--- src/rtl/interconn_arbiter_rr.sv ---
// Round-robin serial-bus arbiter with split-transaction parking and priority resume.
// Optional watchdog release when ARB_TIMEOUT_EN is defined.
module interconn_arbiter_rr #(
  parameter int unsigned NUM_MASTERS    = 4,
  parameter int unsigned NUM_SLAVES     = 4,
  parameter int unsigned MW             = $clog2(NUM_MASTERS),
  parameter int unsigned SW             = $clog2(NUM_SLAVES),
  parameter int unsigned TIMEOUT_CYCLES = 1024
) (
  input  logic                        MASTER_CLK,
  input  logic                        MASTER_RST,
  input  logic [NUM_MASTERS-1:0]      M_RQST,
  input  logic [NUM_MASTERS*SW-1:0]   M_SLAVE_SEL,
  input  logic                        TX_DONE,
  input  logic [NUM_SLAVES-1:0]       S_SPLIT_EN,
  output logic [NUM_MASTERS-1:0]      M_GRANT,
  output logic [MW-1:0]               BUS_GRANT,
  output logic [SW-1:0]               SLAVE_SELECT,
  output logic                        BUS_BUSY,
  output logic                        ARB_BUSY,
  output logic [NUM_MASTERS-1:0]      SPLIT_PENDING,
  output logic                        TIMEOUT
);

  typedef enum logic [1:0] {StIdle, StGrant, StBusy} state_e;

  state_e                 state_q, state_d;
  logic [NUM_MASTERS-1:0] grant_q, grant_d;
  logic [MW-1:0]          bus_grant_q, bus_grant_d;
  logic [SW-1:0]          slave_sel_q, slave_sel_d;
  logic                   bus_busy_q, bus_busy_d;
  logic                   arb_busy_q;
  logic [MW-1:0]          ptr_q, ptr_d;
  logic [NUM_MASTERS-1:0] split_pending_q, split_pending_d;
  logic [SW-1:0]          split_slave_q [NUM_MASTERS];
  logic [SW-1:0]          split_slave_d [NUM_MASTERS];

  logic [NUM_MASTERS-1:0] eligible, resumable;
  logic                   pick_vld, pick_resume;
  logic [MW-1:0]          pick_idx;
  logic                   timeout_hit;

  always_comb begin
    logic [SW-1:0] sel_v;
    logic          held_v;
    eligible  = '0;
    resumable = '0;
    for (int i = 0; i < int'(NUM_MASTERS); i++) begin
      sel_v  = M_SLAVE_SEL[i*SW +: SW];
      held_v = 1'b0;
      // A slave parked by another master's split is off limits until that master resumes.
      for (int j = 0; j < int'(NUM_MASTERS); j++) begin
        if (j != i && split_pending_q[j] && split_slave_q[j] == sel_v) held_v = 1'b1;
      end
      eligible[i]  = M_RQST[i] && !split_pending_q[i] && !held_v &&
                     (32'(sel_v) < NUM_SLAVES);
      resumable[i] = split_pending_q[i] && M_RQST[i] && !S_SPLIT_EN[split_slave_q[i]];
    end
  end

  always_comb begin
    int unsigned idx;
    pick_vld    = 1'b0;
    pick_resume = 1'b0;
    pick_idx    = '0;
    idx         = 0;
    for (int i = 0; i < int'(NUM_MASTERS); i++) begin
      if (!pick_vld && resumable[i]) begin
        pick_vld    = 1'b1;
        pick_resume = 1'b1;
        pick_idx    = MW'(i);
      end
    end
    for (int k = 1; k <= int'(NUM_MASTERS); k++) begin
      idx = (32'(ptr_q) + 32'(k)) % NUM_MASTERS;
      if (!pick_vld && eligible[idx]) begin
        pick_vld = 1'b1;
        pick_idx = MW'(idx);
      end
    end
  end

`ifdef ARB_TIMEOUT_EN
  localparam int unsigned CntW = (TIMEOUT_CYCLES > 1) ? $clog2(TIMEOUT_CYCLES) : 1;
  logic [CntW-1:0] cnt_q, cnt_d;
  logic            timeout_q, timeout_d;

  always_comb begin
    cnt_d = cnt_q;
    if (state_q == StIdle) begin
      cnt_d = '0;
    end else if (state_q == StBusy) begin
      cnt_d = cnt_q + 1'b1;
    end
  end

  assign timeout_hit = (state_q == StBusy) && (cnt_q == CntW'(TIMEOUT_CYCLES - 1));

  always_ff @(posedge MASTER_CLK) begin
    if (!MASTER_RST) begin
      cnt_q     <= '0;
      timeout_q <= 1'b0;
    end else begin
      cnt_q     <= cnt_d;
      timeout_q <= timeout_d;
    end
  end

  assign TIMEOUT = timeout_q;
`else
  assign timeout_hit = 1'b0;
  assign TIMEOUT     = 1'b0;
`endif

  always_comb begin
    state_d         = state_q;
    grant_d         = grant_q;
    bus_grant_d     = bus_grant_q;
    slave_sel_d     = slave_sel_q;
    bus_busy_d      = bus_busy_q;
    ptr_d           = ptr_q;
    split_pending_d = split_pending_q;
    split_slave_d   = split_slave_q;
`ifdef ARB_TIMEOUT_EN
    timeout_d       = 1'b0;
`endif
    unique case (state_q)
      StIdle: begin
        if (pick_vld) begin
          state_d                   = StGrant;
          grant_d                   = {{(NUM_MASTERS-1){1'b0}}, 1'b1} << pick_idx;
          bus_grant_d               = pick_idx;
          slave_sel_d               = pick_resume ? split_slave_q[pick_idx]
                                                  : M_SLAVE_SEL[pick_idx*SW +: SW];
          bus_busy_d                = 1'b1;
          ptr_d                     = pick_idx;
          split_pending_d[pick_idx] = 1'b0;
        end
      end
      StGrant: begin
        state_d = StBusy;
      end
      StBusy: begin
        if (TX_DONE) begin
          state_d = StIdle;
        end else if (S_SPLIT_EN[slave_sel_q]) begin
          state_d                      = StIdle;
          split_pending_d[bus_grant_q] = 1'b1;
          split_slave_d[bus_grant_q]   = slave_sel_q;
`ifdef ARB_TIMEOUT_EN
        end else if (timeout_hit) begin
          state_d   = StIdle;
          timeout_d = 1'b1;
`endif
        end else if (!M_RQST[bus_grant_q]) begin
          state_d = StIdle;
        end
        if (state_d == StIdle) begin
          grant_d     = '0;
          bus_grant_d = '0;
          slave_sel_d = '0;
          bus_busy_d  = 1'b0;
        end
      end
      default: state_d = StIdle;
    endcase
  end

  always_ff @(posedge MASTER_CLK) begin
    if (!MASTER_RST) begin
      state_q         <= StIdle;
      grant_q         <= '0;
      bus_grant_q     <= '0;
      slave_sel_q     <= '0;
      bus_busy_q      <= 1'b0;
      arb_busy_q      <= 1'b0;
      ptr_q           <= MW'(NUM_MASTERS - 1);
      split_pending_q <= '0;
      for (int i = 0; i < int'(NUM_MASTERS); i++) split_slave_q[i] <= '0;
    end else begin
      state_q         <= state_d;
      grant_q         <= grant_d;
      bus_grant_q     <= bus_grant_d;
      slave_sel_q     <= slave_sel_d;
      bus_busy_q      <= bus_busy_d;
      arb_busy_q      <= (state_d != StIdle);
      ptr_q           <= ptr_d;
      split_pending_q <= split_pending_d;
      split_slave_q   <= split_slave_d;
    end
  end

  assign M_GRANT       = grant_q;
  assign BUS_GRANT     = bus_grant_q;
  assign SLAVE_SELECT  = slave_sel_q;
  assign BUS_BUSY      = bus_busy_q;
  assign ARB_BUSY      = arb_busy_q;
  assign SPLIT_PENDING = split_pending_q;

endmodule

--- config.mk ---
export PLATFORM = sky130hd
export DESIGN_NAME = interconn_arbiter_rr
export DESIGN_NICKNAME = d
export VERILOG_FILES = /design/src/rtl/interconn_arbiter_rr.sv
export SDC_FILE = /design/constraint.sdc
export NUM_CORES = 1
export LEC_CHECK = 0
export ABC_AREA = 1
export ABC_CLOCK_PERIOD_IN_PS = 2500
export CORE_MARGIN = 8
export CORE_UTILIZATION = 40
export CTS_BUF_LIST = sky130_fd_sc_hd__clkbuf_8
export DETAILED_ROUTE_END_ITERATION = 10
export GPL_TIMING_DRIVEN = 0
export REMOVE_ABC_BUFFERS = 1
export SETUP_SLACK_MARGIN = 0.2
export SYNTH_ARGS = -nofsm -noshare
export SYNTH_HDL_FRONTEND = slang
export SYNTH_SLANG_ARGS = --single-unit
export TNS_END_PERCENT = 5
--- constraint.sdc ---
create_clock -name MASTER_CLK -period 2.5 [get_ports MASTER_CLK]
set_input_delay 0.625 -clock MASTER_CLK [delete_from_list [all_inputs] [get_ports MASTER_CLK]]
set_output_delay 0.625 -clock MASTER_CLK [all_outputs]
set_load 0.05 [all_outputs]
==> flow_summary.html, run 1 <==
<table>
<tr><th>Metric</th><th>Value</th></tr>
<tr><th colspan="2">Run status</th></tr>
<tr><td>Result of the run</td><td>finished clean</td></tr>
<tr><th colspan="2">Routing</th></tr>
<tr><td>Number of nets with antenna violations after detailed routing</td><td>0</td></tr>
<tr><td>Routed Wire Length</td><td>7520 um</td></tr>
<tr><td>Vias/cell</td><td>5.24</td></tr>
<tr><td>Total via count in the routed design</td><td>2,568</td></tr>
<tr><td>First-pass iteration count of the detailed router</td><td>4</td></tr>
<tr><td>Final routed wire length divided by cell count</td><td>15.4 um</td></tr>
<tr><td>Remaining DRCs</td><td>0</td></tr>
<tr><td>Detailed router's first-iteration violation count</td><td>194</td></tr>
<tr><th colspan="2">Power</th></tr>
<tr><td>Leak Pwr</td><td>1.42 nW</td></tr>
<tr><td>Pint</td><td>1.78 mW</td></tr>
<tr><td>Combinational group share of total power</td><td>76.5%</td></tr>
<tr><td>Clk pwr share</td><td>7.1%</td></tr>
<tr><td>Fraction of power spent switching nets</td><td>54.4%</td></tr>
<tr><td>Switch Pwr</td><td>2.13 mW</td></tr>
<tr><td>Flop pwr share</td><td>16.4%</td></tr>
<tr><td>PnR Total Power</td><td>3.91 mW</td></tr>
<tr><td>Power density cells</td><td>1270 mW/mm^2</td></tr>
<tr><td>Worst-case vdd ir drop</td><td>0.000715 V</td></tr>
<tr><th colspan="2">Logic synthesis</th></tr>
<tr><td>Cells after synthesis</td><td>362</td></tr>
<tr><td>Xor/xnor share of the synthesized area</td><td>4.80%</td></tr>
<tr><td>Largest family of logic cells by synthesized area</td><td>simple AND/OR/NAND/NOR gates</td></tr>
<tr><td>Fraction of synthesized area in multiplexers</td><td>0%</td></tr>
<tr><td>Netlist area before placement</td><td>0.00216 mm^2</td></tr>
<tr><td>Post-synthesis sequential element count</td><td>26</td></tr>
<tr><td>Sequential cell area fraction in the yosys report</td><td>24.1%</td></tr>
<tr><td>Proportion of netlist area held by the largest area contributor</td><td>24.1%</td></tr>
<tr><td>Total of warnings raised by yosys</td><td>0</td></tr>
<tr><td>Synth area leader</td><td>sky130_fd_sc_hd__dfxtp_1</td></tr>
<tr><td>Adder-Cell Fraction of Synth Area</td><td>0%</td></tr>
<tr><td>Post-synth cell types</td><td>34</td></tr>
<tr><td>Avg Synthesized Cell Area</td><td>5.98 um^2</td></tr>
<tr><td>Dominant cells by area after synthesis</td><td>sky130_fd_sc_hd__dfxtp_1, sky130_fd_sc_hd__nand2_1, sky130_fd_sc_hd__nand3_1</td></tr>
<tr><td>Share of the synthesized area in compound gates (AO/OA/AOI/OAI)</td><td>15.3%</td></tr>
<tr><td>Simple-gate area share of the yosys netlist</td><td>44.2%</td></tr>
<tr><th colspan="2">Timing</th></tr>
<tr><td>Final Setup Violations</td><td>0</td></tr>
<tr><td>Total count of max-transition violations in the final report</td><td>0</td></tr>
<tr><td>Max_slew headroom</td><td>65.1%</td></tr>
<tr><td>Final hold violation count</td><td>0</td></tr>
<tr><td>Post-route clock period utilization</td><td>97.9%</td></tr>
<tr><td>Clock tree skew after final layout</td><td>0.00537 ns</td></tr>
<tr><td>Setup slack of the critical path after layout</td><td>0.0536 ns</td></tr>
<tr><td>Maximum clock rate</td><td>409 MHz</td></tr>
<tr><td>Least-Margin Pin Slew</td><td>0.522 ns</td></tr>
<tr><td>Final critical-path required period</td><td>2.45 ns</td></tr>
<tr><td>RSZ-0062 raised after global routing</td><td>true</td></tr>
<tr><th colspan="2">Clock network</th></tr>
<tr><td>Insertion delay to the later sink of the worst-skew pair</td><td>0.27 ns</td></tr>
<tr><td>Count of clock tree sinks</td><td>26</td></tr>
<tr><td>Clock tree from TritonCTS</td><td>done</td></tr>
<tr><td>CTS root buffer</td><td>sky130_fd_sc_hd__clkbuf_8</td></tr>
<tr><td>Number of buffers added to fix hold violations after cts</td><td>0</td></tr>
<tr><td>Maximum clock insertion buffer count</td><td>2</td></tr>
<tr><td>Cts bufs inserted</td><td>3</td></tr>
<tr><td>Clk slew on worst S/H paths</td><td>0.09 ns</td></tr>
<tr><td>H-Tree Level Count</td><td>1</td></tr>
<tr><th colspan="2">Cells and area</th></tr>
<tr><td>Final core utilization</td><td>59.6%</td></tr>
<tr><td>Final nets</td><td>440</td></tr>
<tr><td>Leading cell type in the layout, fill and taps excluded</td><td>sky130_fd_sc_hd__nand2_1</td></tr>
<tr><td>Fin cells</td><td>490</td></tr>
<tr><td>ANT cells</td><td>0</td></tr>
<tr><td>Most frequent cells in the layout</td><td>sky130_fd_sc_hd__nand2_1, sky130_fd_sc_hd__inv_1, sky130_fd_sc_hd__nand3_1, sky130_fd_sc_hd__buf_4</td></tr>
<tr><td>Area Overhead vs Synth</td><td>42.4%</td></tr>
<tr><td>Share of layout cells above drive strength 1</td><td>33.6%</td></tr>
<tr><th colspan="2">Placement</th></tr>
<tr><td>Count of buffers from port buffering</td><td>32</td></tr>
<tr><td>Final Wtd Congestion</td><td>0.884</td></tr>
<tr><td>Detailed placer's ending HPWL</td><td>5240 um</td></tr>
<tr><td>Total placed cells including tap cells</td><td>459</td></tr>
<tr><td>Pre-CTS worst setup slack</td><td>-0.767 ns</td></tr>
<tr><th colspan="2">Worst setup path</th></tr>
<tr><td>Capturing element type of the critical path</td><td>flop</td></tr>
<tr><td>Cell depth of the worst flop-to-flop path</td><td>21</td></tr>
<tr><td>Type of the worst setup path</td><td>in -&gt; reg</td></tr>
<tr><td>Type of element launching the critical path</td><td>input pin</td></tr>
<tr><td>Worst-path fanout max</td><td>4</td></tr>
<tr><td>Critical path arrival</td><td>2.61 ns</td></tr>
<tr><td>CP required</td><td>2.67 ns</td></tr>
<tr><th colspan="2">Die</th></tr>
<tr><td>Overall die area</td><td>0.00802 mm^2</td></tr>
<tr><td>I/O pin total</td><td>34</td></tr>
<tr><td># rows</td><td>26</td></tr>
<tr><td>Initial core utilization</td><td>41.8%</td></tr>
<tr><td>Chip Width</td><td>89.5 um</td></tr>
<tr><td>Die Y</td><td>89.5 um</td></tr>
<tr><td>Core Area</td><td>0.00517 mm^2</td></tr>
<tr><th colspan="2">Global route</th></tr>
<tr><td>Overall overflow remaining after global route</td><td>0</td></tr>
<tr><td>Number of global-route vias before repair</td><td>2,608</td></tr>
<tr><td>Wire length of the first global-routing pass</td><td>12,600 um</td></tr>
<tr><td>Total track usage</td><td>20.2%</td></tr>
<tr><td>Maximum number of pins on one net before global-route repair</td><td>16</td></tr>
<tr><td>Antenna violations before repair</td><td>0</td></tr>
<tr><th colspan="2">Job</th></tr>
<tr><td>Max Cap Viol</td><td>0</td></tr>
<tr><th colspan="2">Min path</th></tr>
<tr><td>Hold Crit Depth</td><td>2</td></tr>
<tr><td>Min-Delay Path Class</td><td>reg -&gt; reg</td></tr>
</table>
[final timing paths]
kind	startpoint	to	slack, ns
max reg2reg	split_slave_q[6]	SLAVE_SELECT[1]	0.08
max	M_RQST[2]	SPLIT_PENDING[0]	0.05
min reg2reg	M_GRANT[3]	M_GRANT[3]	0.47
min	M_GRANT[3]	M_GRANT[3]	0.47
[critical path: stages]
cell                              delay (ns)
sky130_fd_sc_hd__clkdlybuf4s15_2        0.20
sky130_fd_sc_hd__inv_1                  0.05
sky130_fd_sc_hd__or2_4                  0.25
sky130_fd_sc_hd__nor2_4                 0.10
sky130_fd_sc_hd__nand3_2                0.08
sky130_fd_sc_hd__nand2_2                0.10
sky130_fd_sc_hd__nand2_1                0.08
sky130_fd_sc_hd__nand2_2                0.11
sky130_fd_sc_hd__inv_4                  0.06
sky130_fd_sc_hd__nand3_4                0.12
sky130_fd_sc_hd__nand3_2                0.11
sky130_fd_sc_hd__o21ai_4                0.10
sky130_fd_sc_hd__nand2_8                0.09
sky130_fd_sc_hd__buf_6                  0.14
sky130_fd_sc_hd__nor3_4                 0.11
sky130_fd_sc_hd__inv_1                  0.08
sky130_fd_sc_hd__o221ai_1               0.14
sky130_fd_sc_hd__inv_1                  0.05
[what timing repair did]
item,CTS,global route
endpoints found under the hold margin,0,0
gates resized for setup,145,20
gates cloned,3,0
pin swaps,53,22
setup buffers,22,2
setup endpoints to repair,18,14
[kinds of logic (layout without fill, tap and decap cells)]
kind of cell | Yosys count | after routing
flops | 26 | 26
other cells | 1 | 1
simple gates | 203 | 206
compound gates | 58 | 58
buf+inv | 63 | 118
xor+xnor | 11 | 11
[flip-flops by register name (all words and copies together) (netlist names)]
name	count
ptr_q	2
ARB_BUSY	1
state_q	2
SLAVE_SELECT	2
BUS_GRANT	2
SPLIT_PENDING	4
M_GRANT	4
split_slave_q	8
BUS_BUSY	1
[final cells by class]
| type | count | area [um^2] |
|---|---|---|
| clock buffers | 4 | 55.1 |
| inverters | 58 | 234 |
| repair buffers | 56 | 512 |
| multi-input cells | 276 | 1630 |
| well taps | 70 | 87.6 |
| fillers | 510 | 2090 |
| flip-flops and latches | 26 | 559 |
[layer usage]
metal	vias to the layer above	part of all wire [%]	GRT usage (%)
met5	-	0	0
met4	0	2.0	5.89
met3	17	6.1	2.94
met2	86	48	35.2
met1	1170	43	24.8
li1	1295	-	-
[cells in the mapped netlist]
library cell	number
sky130_fd_sc_hd__inv_2	10
sky130_fd_sc_hd__dfxtp_1	26
sky130_fd_sc_hd__inv_1	47
sky130_fd_sc_hd__xnor2_2	1
sky130_fd_sc_hd__o21ai_2	1
sky130_fd_sc_hd__a2111oi_0	1
sky130_fd_sc_hd__nand3_1	37
sky130_fd_sc_hd__nand4_4	1
sky130_fd_sc_hd__clkbuf_1	2
sky130_fd_sc_hd__inv_4	1
sky130_fd_sc_hd__nor2_2	9
sky130_fd_sc_hd__o211ai_1	8
sky130_fd_sc_hd__nor2_4	1
sky130_fd_sc_hd__buf_4	2
sky130_fd_sc_hd__o21ai_1	1
sky130_fd_sc_hd__nand3b_1	1
sky130_fd_sc_hd__nand3_2	5
sky130_fd_sc_hd__nand2_2	6
sky130_fd_sc_hd__buf_2	1
sky130_fd_sc_hd__nor2_1	26
sky130_fd_sc_hd__o21ai_0	19
sky130_fd_sc_hd__nand2_1	105
sky130_fd_sc_hd__nand4_1	4
sky130_fd_sc_hd__or2_4	1
sky130_fd_sc_hd__nand3_4	1
sky130_fd_sc_hd__a221oi_1	1
sky130_fd_sc_hd__conb_1	1
sky130_fd_sc_hd__a21oi_1	24
sky130_fd_sc_hd__nor3_1	2
sky130_fd_sc_hd__nand2_4	2
sky130_fd_sc_hd__o31ai_1	2
sky130_fd_sc_hd__o221ai_1	1
sky130_fd_sc_hd__xor2_1	10
sky130_fd_sc_hd__or2_2	2
[power by group through the flow]
| stage | registers [mW] | logic, mW | clock network, mW |
|---|---|---|---|
| 2_1_floorplan | 0.822 | 1.34 | 0 |
| 3_3_place_gp | 0.626 | 2.07 | 0 |
| 3_5_place_dp | 0.626 | 2.08 | 0 |
| 4_1_cts | 0.640 | 2.76 | 0.275 |
| 5_1_grt | 0.652 | 3.25 | 0.296 |
| 6_report | 0.640 | 2.99 | 0.277 |
[metrics by stage]
stage / hold slack (ns) / cell area (um^2) / TNS (ns)
2_1_floorplan: 0.545 / 2140 / 0
3_3_place_gp: 0.455 / 2540 / -9.38
3_5_place_dp: 0.460 / 2540 / -9.64
4_1_cts: 0.471 / 3010 / 0
5_1_grt: 0.487 / 3080 / -0.619
6_report: 0.469 / 3080 / 0
Note: power is estimated with default switching activity, not from simulation.
==> run 2, diff against run 1 <==
--- a/config.mk
+++ b/config.mk
@@ -9,11 +9,12 @@
 export ABC_CLOCK_PERIOD_IN_PS = 2500
 export CORE_MARGIN = 8
 export CORE_UTILIZATION = 40
-export CTS_BUF_LIST = sky130_fd_sc_hd__clkbuf_8
+export CTS_BUF_LIST = sky130_fd_sc_hd__clkbuf_4 sky130_fd_sc_hd__clkbuf_8 sky130_fd_sc_hd__clkbuf_16
 export DETAILED_ROUTE_END_ITERATION = 10
 export GPL_TIMING_DRIVEN = 0
 export REMOVE_ABC_BUFFERS = 1
 export SETUP_SLACK_MARGIN = 0.2
+export SKIP_LAST_GASP = 1
 export SYNTH_ARGS = -nofsm -noshare
 export SYNTH_HDL_FRONTEND = slang
 export SYNTH_SLANG_ARGS = --single-unit
==> flow_summary.html, run 2 (synthesis gave the netlist of run 1 again) <==
<table>
<tr><th>Metric</th><th>Value</th></tr>
<tr><th colspan="2">Run status</th></tr>
<tr><td>Result of the run</td><td>finished clean (unchanged)</td></tr>
<tr><th colspan="2">Global route</th></tr>
<tr><td>Total track usage</td><td>20.2% (unchanged)</td></tr>
<tr><td>Wire length of the first global-routing pass</td><td>12,600 um (unchanged)</td></tr>
<tr><td>Antenna violations before repair</td><td>0 (unchanged)</td></tr>
<tr><td>Maximum number of pins on one net before global-route repair</td><td>16 (unchanged)</td></tr>
<tr><td>Number of global-route vias before repair</td><td>2,608 (unchanged)</td></tr>
<tr><td>Overall overflow remaining after global route</td><td>0 (unchanged)</td></tr>
<tr><th colspan="2">Worst setup path</th></tr>
<tr><td>Slowest cell on crit path</td><td>sky130_fd_sc_hd__or2_4 (unchanged)</td></tr>
<tr><td>Most repeated library cell on the critical path</td><td>sky130_fd_sc_hd__inv_1 (unchanged)</td></tr>
<tr><td>Worst-path fanout max</td><td>4 (unchanged)</td></tr>
<tr><td>CP required</td><td>2.67 ns (about the same)</td></tr>
<tr><td>Largest stage delay, worst path</td><td>0.25 ns (about the same)</td></tr>
<tr><td>Worst reg2reg setup slack</td><td>0.08 ns (about the same)</td></tr>
<tr><td>Cell depth of the worst setup path</td><td>18 (unchanged)</td></tr>
<tr><td>Cell depth of the worst flop-to-flop path</td><td>21 (unchanged)</td></tr>
<tr><td>Capturing element type of the critical path</td><td>flop (unchanged)</td></tr>
<tr><td>Buf+Inv Stages, Crit Path</td><td>6 (unchanged)</td></tr>
<tr><td>Type of the worst setup path</td><td>in -&gt; reg (unchanged)</td></tr>
<tr><td>Critical path arrival</td><td>2.63 ns (was 2.61 ns)</td></tr>
<tr><td>Type of element launching the critical path</td><td>input pin (unchanged)</td></tr>
<tr><td>Reg-to-Reg End</td><td>SLAVE_SELECT[1] (unchanged)</td></tr>
<tr><td>Top delay family on crit path</td><td>simple AND/OR/NAND/NOR gates (unchanged)</td></tr>
<tr><td>Start of the worst register-to-register path</td><td>split_slave_q[2] (was split_slave_q[6])</td></tr>
<tr><td>Worst path cell trace</td><td>clkdlybuf4s15_2 -&gt; inv_1 -&gt; or2_4 -&gt; nor2_4 -&gt; nand3_2 -&gt; nand2_2 -&gt; nand2_1 -&gt; nand2_2 -&gt; inv_4 -&gt; nand3_4 -&gt; nand3_2 -&gt; o21ai_4 -&gt; nand2_8 -&gt; buf_6 -&gt; nor3_4 -&gt; inv_1 -&gt; o221ai_1 -&gt; inv_1 (unchanged)</td></tr>
<tr><th colspan="2">Power</th></tr>
<tr><td>Power density cells</td><td>1260 mW/mm^2 (was 1270 mW/mm^2)</td></tr>
<tr><td>PnR Total Power</td><td>3.89 mW (was 3.91 mW)</td></tr>
<tr><td>Leak Pwr</td><td>1.42 nW (about the same)</td></tr>
<tr><td>Worst-case vdd ir drop</td><td>0.000716 V (was 0.000715 V)</td></tr>
<tr><th colspan="2">Routing</th></tr>
<tr><td>Final routed wire length divided by cell count</td><td>15.4 um (about the same)</td></tr>
<tr><td>Total via count in the routed design</td><td>2,572 (was 2,568)</td></tr>
<tr><td>Detailed router's first-iteration violation count</td><td>212 (was 194)</td></tr>
<tr><td>Sum of met3 wire segment lengths after detailed routing</td><td>523 um (was 460 um)</td></tr>
<tr><td>First-pass iteration count of the detailed router</td><td>4 (unchanged)</td></tr>
<tr><td>Wire length on met1</td><td>3240 um (was 3270 um)</td></tr>
<tr><td>Top layer used by detailed routing</td><td>met4 (unchanged)</td></tr>
<tr><td>Amount of wire on met2 after detailed routing</td><td>3660 um (was 3650 um)</td></tr>
<tr><td>Routed Wire Length</td><td>7570 um (was 7520 um)</td></tr>
<tr><td>Vias/cell</td><td>5.25 (was 5.24)</td></tr>
<tr><td>Number of nets with antenna violations after detailed routing</td><td>0 (unchanged)</td></tr>
<tr><td>Remaining DRCs</td><td>0 (unchanged)</td></tr>
<tr><th colspan="2">Timing</th></tr>
<tr><td>Post-route clock period utilization</td><td>98.3% (was 97.9%)</td></tr>
<tr><td>RSZ-0062 raised after global routing</td><td>true (unchanged)</td></tr>
<tr><td>Least-Margin Pin Slew</td><td>0.550 ns (was 0.522 ns)</td></tr>
<tr><td>Final critical-path required period</td><td>2.46 ns (was 2.45 ns)</td></tr>
<tr><td>Hold_ws</td><td>0.468 ns (was 0.469 ns)</td></tr>
<tr><td>Total count of max-transition violations in the final report</td><td>0 (unchanged)</td></tr>
<tr><td>Max_slew headroom</td><td>63.2% (was 65.1%)</td></tr>
<tr><td>Final Setup Violations</td><td>0 (unchanged)</td></tr>
<tr><td>Clock tree skew after final layout</td><td>0.00279 ns (was 0.00537 ns)</td></tr>
<tr><td>Maximum clock rate</td><td>407 MHz (was 409 MHz)</td></tr>
<tr><td>Final hold violation count</td><td>0 (unchanged)</td></tr>
<tr><td>Total negative setup slack</td><td>0 ns (unchanged)</td></tr>
<tr><th colspan="2">Cells and area</th></tr>
<tr><td>Flip-flop count of the largest register, all copies and words added</td><td>8 (unchanged)</td></tr>
<tr><td>Fin cells</td><td>490 (unchanged)</td></tr>
<tr><td>Most frequent cells in the layout</td><td>sky130_fd_sc_hd__nand2_1, sky130_fd_sc_hd__inv_1, sky130_fd_sc_hd__nand3_1, sky130_fd_sc_hd__buf_4 (unchanged)</td></tr>
<tr><td>Share of layout cells above drive strength 1</td><td>33.1% (was 33.6%)</td></tr>
<tr><td>Leading cell type in the layout, fill and taps excluded</td><td>sky130_fd_sc_hd__nand2_1 (unchanged)</td></tr>
<tr><td>ANT cells</td><td>0 (unchanged)</td></tr>
<tr><td>Biggest register</td><td>split_slave_q (unchanged)</td></tr>
<tr><td>Area Overhead vs Synth</td><td>42.2% (was 42.4%)</td></tr>
<tr><td>Final nets</td><td>440 (unchanged)</td></tr>
<tr><th colspan="2">Die</th></tr>
<tr><td>Overall die area</td><td>0.00802 mm^2 (unchanged)</td></tr>
<tr><td># rows</td><td>26 (unchanged)</td></tr>
<tr><td>Chip Width</td><td>89.5 um (unchanged)</td></tr>
<tr><td>Core Area</td><td>0.00517 mm^2 (unchanged)</td></tr>
<tr><td>Initial core utilization</td><td>41.8% (unchanged)</td></tr>
<tr><td>Die Y</td><td>89.5 um (unchanged)</td></tr>
<tr><td>I/O pin total</td><td>34 (unchanged)</td></tr>
<tr><th colspan="2">Clock network</th></tr>
<tr><td>Maximum clock insertion buffer count</td><td>2 (unchanged)</td></tr>
<tr><td>Insertion delay to the later sink of the worst-skew pair</td><td>0.27 ns (about the same)</td></tr>
<tr><td>Count of clock tree sinks</td><td>26 (unchanged)</td></tr>
<tr><td>Clk slew on worst S/H paths</td><td>0.09 ns (about the same)</td></tr>
<tr><td>Number of buffers added to fix hold violations after cts</td><td>0 (unchanged)</td></tr>
<tr><td>Cts bufs inserted</td><td>3 (unchanged)</td></tr>
<tr><td>CTS root buffer</td><td>sky130_fd_sc_hd__clkbuf_8 (unchanged)</td></tr>
<tr><td>Clock tree from TritonCTS</td><td>done (unchanged)</td></tr>
<tr><td>H-Tree Level Count</td><td>1 (unchanged)</td></tr>
<tr><th colspan="2">Placement</th></tr>
<tr><td>Final Wtd Congestion</td><td>0.884 (unchanged)</td></tr>
<tr><td>Total placed cells including tap cells</td><td>459 (unchanged)</td></tr>
<tr><td>Detailed placer's ending HPWL</td><td>5240 um (unchanged)</td></tr>
<tr><td>Count of buffers from port buffering</td><td>32 (unchanged)</td></tr>
<tr><th colspan="2">Min path</th></tr>
<tr><td>Min-Delay Path Class</td><td>reg -&gt; reg (unchanged)</td></tr>
<tr><td>Hold Crit Depth</td><td>2 (unchanged)</td></tr>
<tr><td>Endpoint with the worst hold slack</td><td>M_GRANT[3] (unchanged)</td></tr>
<tr><td>Worst min-delay path startpoint</td><td>M_GRANT[3] (unchanged)</td></tr>
<tr><th colspan="2">Job</th></tr>
<tr><td>Max Cap Viol</td><td>0 (unchanged)</td></tr>
</table>
## run 2: cell count changes in the layout (fill, tap and decap cells not counted)
cell | previous run | this run
sky130_fd_sc_hd__o21ai_1 | 5 | 4
sky130_fd_sc_hd__nand2_2 | 12 | 10
sky130_fd_sc_hd__o21ai_0 | 14 | 15
sky130_fd_sc_hd__nand2_1 | 97 | 99
## run 2: per-layer routing
metal | up-vias | GRT usage (%)
li1 | 1292 | -
met1 | 1175 | 24.8
met2 | 90 | 35.2
met3 | 15 | 2.94
met4 | 0 | 5.89
met5 | - | 0
## run 2: worst max path at each step
stage,start,endpoint
5_1_grt,split_slave_q[4],SLAVE_SELECT[0]
3_3_place_gp,M_SLAVE_SEL[6],SLAVE_SELECT[1]
6_report,M_RQST[2],SPLIT_PENDING[0]
4_1_cts,M_SLAVE_SEL[4],SLAVE_SELECT[0]
3_5_place_dp,M_SLAVE_SEL[6],SLAVE_SELECT[0]
2_1_floorplan,SPLIT_PENDING[3],SLAVE_SELECT[1]
## run 2: worst min-delay path, delay by kind of cell, from the launching register on
family          cells  cell delay [ns]
flops               1             0.32
compound gates      1             0.05
simple gates        1             0.06
## run 2: metrics by stage
step	util [%]	cell area, um^2	worst slack (ns)
2_1_floorplan	-	2140	0.142
3_3_place_gp	49.2	2540	-0.760
3_5_place_dp	49.2	2540	-0.767
4_1_cts	58.2	3010	0.0936
5_1_grt	59.5	3080	-0.129
6_report	59.5	3080	0.0429
## run 2: repair_timing
item / 4_1_cts / 5_1_grt
setup buffers: 22 / 2
pin swaps: 53 / 20
gates resized for setup: 145 / 17
setup endpoints to repair: 18 / 14
gates cloned: 3 / 0
## run 2: layout make-up
| class | instances | area (um^2) |
|---|---|---|
| inverters | 58 | 234 |
| fillers | 507 | 2100 |
| clock buffers | 4 | 55.1 |
| well taps | 70 | 87.6 |
| multi-input cells | 276 | 1630 |
| repair buffers | 56 | 512 |
| flip-flops and latches | 26 | 559 |
## run 2: where the power goes
group / switching [mW] / leakage (nW) / internal, mW
combinational: 1.85 / 1.17 / 1.12
sequential: 0.130 / 0.221 / 0.512
clock: 0.134 / 0.0288 / 0.141
